==> config.mk <==
export PLATFORM = sky130hd
export DESIGN_NAME = mealy_overlap_11010
export DESIGN_NICKNAME = d
export VERILOG_FILES = /design/src/rtl/mealy_overlap_11010_pkg.sv /design/src/rtl/mealy_overlap_11010.sv
export SDC_FILE = /design/constraint.sdc
export NUM_CORES = 1
export LEC_CHECK = 0
export CAP_MARGIN = 5
export CORE_AREA = 8 8 45 47
export DETAILED_ROUTE_END_ITERATION = 10
export DIE_AREA = 0 0 53 55
export PLACE_DENSITY = 0.3
export SLEW_MARGIN = 5
export SYNTH_ARGS = -nofsm -noshare
export SYNTH_HDL_FRONTEND = slang
export SYNTH_SLANG_ARGS = --single-unit
==> constraint.sdc <==
create_clock -name clk -period 1.1 [get_ports clk]
set_clock_uncertainty 0.2 [all_clocks]
set_input_delay 0.11 -clock clk [delete_from_list [all_inputs] [get_ports clk]]
set_output_delay 0.11 -clock clk [all_outputs]
set_load 0.02 [all_outputs]
==> src/rtl/mealy_overlap_11010_pkg.sv <==
// Shared types and constants for the 11010 overlapping Mealy pattern detector.
// Reference models elsewhere pick up PATTERN from here rather than hard-coding it.
package mealy_overlap_11010_pkg;

  typedef enum logic [2:0] {
    S_IDLE = 3'd0,
    S_1    = 3'd1,
    S_11   = 3'd2,
    S_110  = 3'd3,
    S_1101 = 3'd4
  } state_e;

  localparam logic [4:0] PATTERN     = 5'b11010;
  localparam int         PATTERN_LEN = 5;

endpackage

==> src/rtl/mealy_overlap_11010.sv <==
// Serial Mealy detector for 1,1,0,1,0 with overlap; data_out is a combinational
// single-cycle strobe raised while the final 0 is present on data_in.
module mealy_overlap_11010
  import mealy_overlap_11010_pkg::*;
(
  input  logic clk,
  input  logic rst,
  input  logic data_in,
  output logic data_out
);

  state_e state_q;
  state_e state_d;
  logic   match_d;

  always_ff @(posedge clk or negedge rst) begin
    if (!rst) begin
      state_q <= S_IDLE;
    end else begin
      state_q <= state_d;
    end
  end

  // State names are the matched prefix; S_1101 on a 1 falls back to the reusable "11".
  always_comb begin
    state_d = S_IDLE;
    match_d = 1'b0;
    case (state_q)
      S_IDLE: state_d = data_in ? S_1 : S_IDLE;
      S_1:    state_d = data_in ? S_11 : S_IDLE;
      S_11:   state_d = data_in ? S_11 : S_110;
      S_110:  state_d = data_in ? S_1101 : S_IDLE;
      S_1101: begin
        state_d = data_in ? S_11 : S_IDLE;
        match_d = ~data_in;
      end
      default: begin
        state_d = S_IDLE;
        match_d = 1'b0;
      end
    endcase
  end

  assign data_out = match_d & rst;

endmodule

# == Word-level counts from Yosys, hierarchy flattened ==
# Index checks and enable logic that the tools add are counted.
# word_totals
ff_bits,3
input_bits,3
out_inout_bits,1
# classes
n_eq_ne,4
mux,6
bitwise,2
n_reduce_logical,2
# ops
op,count
one-hot mux 3 bit (4 select lines),1
equality test 3 x 2 -> 1 bit (second input constant),2
equality test 3 x 1 -> 1 bit (second input constant),1
equality test 3 bit (second input constant),1
logical NOT 3 bit,1
2-to-1 mux 1 bit,3
2-to-1 mux 3 bit,1
2-to-1 mux 2 bit,1
OR reduction 2 bit,1
bitwise AND 1 bit,1
NOT 1 bit,1

# == Longest topological paths before layout ==
# Gate-level depths: netlist (run 1).
# logic_depth
depth_word,3
depth_mapped,2
mapped_depth_nobuf,2

# == Least setup slack after synthesis (run 1) ==
# No wires, ideal clock.
# synth_path
kind,register -> output
from,register state_q[1]
to,output port data_out
arrival_time_ps,800
t_required_ps,790
slack_ps,-10
stages_incl_launch_ff,3
path_cell_list,dfrtp_1 nor2_1 and4b_1
# synth_between
elab_chain_len,3
# synth_lines
item,line_no,source
start: declaration,mealy_overlap_11010.sv:12,state_e state_q;
start signal: assignment,mealy_overlap_11010.sv:20,state_q <= state_d;
equality test 3 bit,mealy_overlap_11010.sv:28,case (state_q)
2-to-1 mux 1 bit,mealy_overlap_11010.sv:28,
bitwise AND 1 bit,mealy_overlap_11010.sv:44,assign data_out = match_d & rst;
end: declaration,mealy_overlap_11010.sv:9,output logic data_out
# Every way passes these cells.

# == Final worst setup path (run 1) ==
# Same ends and word-level chain as after synthesis.

==> flow_summary.toml, run 1 <==
[worst_hold_path]
hold_class = "reg -> reg"

[drt]
drc = 0
num_vias = 136
drt_iter0_markers = 2
firstDrtPassIters = 4
wl_per_cell_um = 9.02
viasPerCell = 3.24
ant_nets = 0
drt_wl_total_um = 379

[layout]
final_cell_mix = "buf_4, clkbuf_4, buf_6, dfrtp_1"
final_area_um2 = 282
top_register = "state_q"
finish.net_count = 30
num_antenna_cells = 0
area_delta_synth_final_pct = 101
reg_top3 = "state_q (3)"
drive_gt1_frac = 0.423
final_common_cell = "buf_4"
fin_util = 0.203
largest_register_ffs = 3
stdcell_count = 42

[outcome]
violations = "negative setup slack"
status = "finished, violations left"

[global_routing]
met3_usage = 0.0348
gr-total-overflow = 0
grt-busiest-layer = "met4"
grt_first_pass_wirelength_um = 683
grt_pass1_vias = 173
grt_start_max_net_pins = 5
grtUsageMet2 = 0.0410
antenna_found_initial = 0
grtUsageMet1 = 0.0319
grt_use_total = 0.0399

[worst_setup_path]
crit_arrival_ns = 1.03
crit_type = "reg -> out"
crit_fanout = 2
end_kind = "output pin"
start_kind = "flop"
required_ns = 0.79

[synthesis]
avgSynthCellArea_um2 = 11.7
syn_area_um2 = 140
synthCells = 12
synth.distinct_cells = 8
seq_area_frac_synth = 0.536
ys_seq_elements = 3
syn_nets = 15
ys_warn_count = 0

[clock_tree]
clk_pin_slew_ns = 0.04
htreeDepth = 1
cts_buffers = 3
cts_max_path_buffers = 2
cts_tree = "built"
clkSinkCount = 3
worst_skew_pair.late_latency_ns = 0.24
cts-root-buf = "clkbuf_4"

[timing]
rsz0062_at_grt = "yes"
fmax_mhz = 746
layout_setup_ws_ns = -0.241
timing.hold.ws_ns = 0.337
slew_headroom = 0.895
final-hold-violation-count = 0
setup_viol = 3
finalSetupTns_ns = -0.363
worst_pin_slew_ns = 0.156
period_share = 1.22
period_minus_slack_ns = 1.34
final_max_slew_viol_count = 0

[placed_design]
post_dp_cell_area_um2 = 229
dp_slack_ns = -0.669
placed_cells = 36
gp_congestion = 0.571
port_buffers = 3

[floorplan]
core_um2 = 1380
start_util = 0.101
fp.dieW_um = 53
die_area_um2 = 2920
rows = 14
fp.dieH_um = 55
pin_count = 4

[power_and_ir_drop]
p_per_area_nw_per_um2 = 2180
leakage_nw = 0.135
power_uw = 614
max-vdd-ir-drop_mv = 0.381

[flow_run]
maxCapViolCount = 0
per-layer routing:
layer | vias up | part of all wire
met5 | - | 0
met3 | 3 | 0.12
li1 | 71 | -
met4 | 0 | 0.082
met1 | 55 | 0.41
met2 | 7 | 0.39
power by group:
part	internal [mW]	switching (mW)
clock	0.136	0.0654
sequential	0.149	0.0211
combinational	0.156	0.0859
total	0.441	0.172
synth_stat cells:
library cell,count,area [µm²]
nor2b_1,1,6.26
nor2_1,2,7.51
dfrtp_1,3,75.1
a22o_1,1,8.76
xor2_1,1,8.76
nor3_1,1,5.00
and4b_1,2,20.0
xnor2_1,1,8.76
kinds of logic after synthesis:
family	count (synthesis)	synth area share
and+or+nand+nor	6	0.277
DFF	3	0.536
xor gates and xnor gates	2	0.125
AOI/OAI and AO/OA	1	0.0625
repair_timing:
action	in CTS	in global routing
hold buffers	1	0
pin swaps	2	3
hold endpoints to repair	3	0
gates resized for setup	7	2
setup endpoints to repair	2	3
setup buffers	0	2
worst paths after layout:
| kind | start | end | slack, ns | depth (start not counted) |
|---|---|---|---|---|
| setup reg to reg | state_q[1] | state_q[0] | -0.08 | 4 |
| hold reg to reg | state_q[2] | state_q[0] | 0.34 | 2 |
| setup / recovery | state_q[1] | data_out | -0.24 | 3 |
| max in group asynchronous | rst | state_q[0] | 0.11 | 3 |
| hold / removal | state_q[2] | state_q[0] | 0.34 | 2 |
| min in group asynchronous | rst | state_q[2] | 0.49 | 3 |
cell type report:
type,instances,area [µm²]
Tap cell,16,20.0
Fill cell,158,1100
Timing Repair Buffer,10,93.8
Clock buffer,4,26.3
Multi-Input combinational cell,9,66.3
Sequential cell,3,75.1
worst max-delay path, stage by stage (launching register included):
cell and delay [ns]:
dfrtp_1 0.37, nor2_1 0.08, and4b_2 0.22, buf_6 0.11
Power figures use the tool's default switching activity.
==> run 2, diff against run 1 <==
--- a/config.mk
+++ b/config.mk
@@ -5,7 +5,7 @@
 export SDC_FILE = /design/constraint.sdc
 export NUM_CORES = 1
 export LEC_CHECK = 0
-export CAP_MARGIN = 5
+export CAP_MARGIN = 25
 export CORE_AREA = 8 8 45 47
 export DETAILED_ROUTE_END_ITERATION = 10
 export DIE_AREA = 0 0 53 55
==> results of run 2 <==
Final layout, timing and power as in run 1 (identical DEF).
